**src/rtl/word_serializer.sv**
```systemverilog
// Free-running parallel-to-serial converter.
// Loads one WIDTH-bit word per frame and shifts it out one bit per clock.
module word_serializer #(
   parameter int WIDTH     = 10,
   parameter bit MSB_FIRST = 1'b1
) (
   input  logic             clk,
   input  logic             reset,
   input  logic [WIDTH-1:0] I,
   output logic             O,
   output logic             frame
);

   localparam int CW = (WIDTH > 1) ? $clog2(WIDTH) : 1;
   localparam logic [CW-1:0] LAST = CW'(WIDTH - 1);

   logic [WIDTH-1:0] sr;
   logic [WIDTH-1:0] sr_shift;
   logic [CW-1:0]    cnt;

   generate
      if (WIDTH == 1) begin : g_w1
         assign sr_shift = '0;
      end else if (MSB_FIRST) begin : g_msb
         assign sr_shift = {sr[WIDTH-2:0], 1'b0};
      end else begin : g_lsb
         assign sr_shift = {1'b0, sr[WIDTH-1:1]};
      end
   endgenerate

   // cnt==0 marks a load edge; frames run back-to-back with no idle gap
   always_ff @(posedge clk or negedge reset) begin
      if (!reset) begin
         sr    <= '0;
         cnt   <= '0;
         frame <= 1'b0;
      end else begin
         cnt <= (cnt == LAST) ? '0 : cnt + CW'(1);
         if (cnt == '0) begin
            sr    <= I;
            frame <= 1'b1;
         end else begin
            sr    <= sr_shift;
            frame <= 1'b0;
         end
      end
   end

   assign O = MSB_FIRST ? sr[WIDTH-1] : sr[0];

endmodule

```
**config.mk**
```make
export PLATFORM = sky130hd
export DESIGN_NAME = word_serializer
export DESIGN_NICKNAME = d
export VERILOG_FILES = /design/src/rtl/word_serializer.sv
export SDC_FILE = /design/constraint.sdc
export NUM_CORES = 1
export LEC_CHECK = 0
export CORE_MARGIN = 2
export CORE_UTILIZATION = 29
export CTS_CLUSTER_DIAMETER = 30
export DETAILED_ROUTE_END_ITERATION = 10
export DONT_BUFFER_PORTS = 1
export GPL_TIMING_DRIVEN = 0
export HOLD_SLACK_MARGIN = 0.12
export PLACE_DENSITY = 0.43
export SLEW_MARGIN = 10
export SYNTH_ARGS = -nofsm -noshare
export SYNTH_HDL_FRONTEND = slang
export SYNTH_SLANG_ARGS = --single-unit
```
**constraint.sdc**
```tcl
create_clock -name clk -period 1.35 [get_ports clk]
set_input_delay 0.27 -clock clk [delete_from_list [all_inputs] [get_ports clk]]
set_output_delay 0.27 -clock clk [all_outputs]
set_load 0.01 [all_outputs]
```
==> results.sh <==
export IMPL_status="complete, but fails checks"
export IMPL_violations="setup timing"
export IMPL_cts_reportedPaths_clkPinSlew_ns=0.08
export IMPL_fp_coreArea_um2=1900
export IMPL_rr_worst_depth=3
export IMPL_detail_route_wl_per_cell_um=13.3
export IMPL_maxSlewViolCount=0
export IMPL_async_flop_share=1.00
export IMPL_ys_ff_latch=15
export IMPL_crit_required_ns=1.51
export IMPL_netlist_instances=37
export IMPL_critical_path_endpoint_type="flop"
export IMPL_detail_route_first_pass_iterations=1
export IMPL_setup_ws_ns=-0.0256
export IMPL_rrSetupSlack_ns=-0.03
export IMPL_via_count=345
export IMPL_place_ws_ns=-0.0661
export IMPL_critical_path_startpoint="cnt[0]$_DFF_PN0_"
export IMPL_ys_warn_count=0
export IMPL_yosysMostFrequentCell="dfrtp_1"
export IMPL_totalWireLength_um=1050
export IMPL_start_util=0.299
export IMPL_cts_buffers=3
export IMPL_finalCritPeriodShare=1.02
export IMPL_die_area_um2=2330
export IMPL_cp_start_kind="flop"
export IMPL_peakVddDrop_v=0.000638
export IMPL_criticalPathCategory="reg -> reg"
export IMPL_cts_root_buffer="clkbuf_4"
export IMPL_grt_antenna_before_repair=0
export IMPL_synthTopCellsByArea="dfrtp_1 66%, mux2_2 20%, nor4_2 2.2%"
export IMPL_cp_slowest_cell="dfrtp_2"
export IMPL_synth_edf_count=0
export IMPL_first_iter_violations=0
export IMPL_synthFlopType="dfrtp_1"
export IMPL_synthTopCellsByCount="15 x dfrtp_1, 10 x mux2_2, 2 x inv_1"
export IMPL_fillCellCount=184
export IMPL_crit_family="flip-flops"
export IMPL_hold_violations=0
export IMPL_nets=65
export IMPL_clock_fmax_ghz=0.727
export IMPL_setup_viol=8
export IMPL_hold_slack_ns=0.139
export IMPL_clock_latency_ns=0.27
export IMPL_fin_tns_setup_ns=-0.0949
export IMPL_clockBufferDepth=2
export IMPL_grt_pass1_wl_um=1820
export IMPL_min_period_ns=1.38
export IMPL_die_x_um=48.3
export IMPL_skew_ns=0.000271
export IMPL_syn_area_um2=569
export IMPL_grt_max_degree=16
export IMPL_syn_nets=49
export IMPL_first_global_vias=388
export IMPL_synth_largest_area_cell="dfrtp_1"
export IMPL_yosysSeqAreaShare=0.659
export IMPL_tritoncts="done"
export IMPL_rows=16
export IMPL_tightest_slew_ns=0.652
export IMPL_antenna_cells=0
export IMPL_cp_max_fo=5
export IMPL_timing_max_cap_violations=0
export IMPL_p_leak_nw=0.357
export IMPL_pwr_density_cell_nw_per_um2=935
export IMPL_crit_chain="nor4_4 > buf_4 > mux2_4"
export IMPL_drt_drc_violations_left=0
export IMPL_gp_congestion=0.599
export IMPL_critPathMaxStageDelay_ns=0.43
export IMPL_htreeDepth=1
export IMPL_ys_types=13
export IMPL_antenna_left=0
export IMPL_crit_end="sr[2]$_DFF_PN0_"
export IMPL_max_slew_margin_rel=0.564
export IMPL_dp_hpwl_um=633
export IMPL_drive_gt1_frac=0.500
export IMPL_overflow=0
export IMPL_rr_endpoint="sr[2]$_DFF_PN0_"
export IMPL_numPortBuffers=0
export IMPL_r2r_start="cnt[0]$_DFF_PN0_"
export IMPL_routed_via_density=4.37
export IMPL_grt_use_total=0.107
export IMPL_critPathBufInv=1
export IMPL_yosysTopAreaCellShare=0.659
export IMPL_clock_sinks=15
export IMPL_syn_area_per_cell_um2=15.4
export IMPL_rsz0062_at_grt="true"
export IMPL_hold_path_class="in -> reg"
export IMPL_cp_data_arrival_time_ns=1.54
export IMPL_die_h_um=48.3
export IMPL_area_growth_pct=35.6
export IMPL_crit_cells=3
export IMPL_io_pins=14
-- worst min path at each step --
stage                     startpoint                to  depth (start not counted)
after floorplan                reset  cnt[0]$_DFF_PN0_                          0
after global placement         reset   sr[8]$_DFF_PN0_                          0
after detailed placement       reset   sr[6]$_DFF_PN0_                          0
after CTS                       I[0]   sr[0]$_DFF_PN0_                          1
after global routing            I[9]   sr[9]$_DFF_PN0_                          1
final                           I[5]   sr[5]$_DFF_PN0_                          1
-- cells by family (layout without fill, tap and decap cells) --
kind of cell              count (synthesis)  count (layout)  synth area share
AOI/OAI and AO/OA                         2               2            0.0264
muxes                                    10              10             0.198
buffers and inverters                     3              18            0.0330
DFF                                      15              15             0.659
xor gates and xnor gates                  1               1            0.0154
and+or+nand+nor                           6               6            0.0681
-- what timing repair did --
action / in CTS / in global routing
endpoints found under the setup margin: 8 / 9
cloned: 1 / 0
buffers inserted: 4 / 1
gates resized for setup: 10 / 4
hold buffers: 1 / 4
pin swaps: 1 / 1
endpoints found under the hold margin: 15 / 4
-- routing by layer --
layer  wire length (µm)  GRT usage
met5                  0          0
met4                  0     0.0143
met3                 64     0.0617
met2                589      0.206
met1                397     0.0986
-- sequential cells by signal, indices dropped and copies added (netlist names) --
register and count:
frame 1, cnt 4, sr 10
-- area by class of cell --
type	count	area (µm²)	share of cell area
multi-input combinational	19	218	0.282
inverter	2	7.51	0.00972
buffer	1	11.3	0.0146
tap	27	33.8	0.0438
timing repair buffer	11	95.1	0.123
clock buffer	4	26.3	0.0340
sequential	15	380	0.493
-- stage by stage --
| step | utilization | std cells | instance area (µm²) | power (mW) |
|---|---|---|---|---|
| after CTS | 0.374 | 74 | 712 | 0.726 |
| after detailed placement | 0.322 | 64 | 612 | 0.464 |
| after global placement | 0.322 | 64 | 612 | 0.464 |
| after global routing | 0.406 | 79 | 772 | 0.766 |
| final | 0.406 | 79 | 772 | 0.722 |
| after floorplan | - | 37 | 578 | 0.464 |
-- cell usage in the layout (no fill, tap or decap) --
cell / instances
buf_4: 6
dfrtp_1: 11
a221o_1: 1
nor2b_1: 1
clkbuf_4: 3
mux2_2: 1
inv_1: 2
buf_6: 1
dfrtp_2: 4
nor4_4: 1
nor3_1: 1
and2_2: 1
nor2_1: 1
mux2_4: 9
nand2_1: 1
clkbuf_1: 1
o21ai_0: 1
xnor2_1: 1
dlygate4sd3_1: 5
-- power breakdown --
part           switching, mW  internal, mW  leakage [nW]
clock network          0.132         0.114        0.0150
logic                0.00999        0.0121         0.150
registers            0.00182         0.452         0.192
total                  0.144         0.578         0.357
No activity file was read; power rests on OpenSTA's default activity.
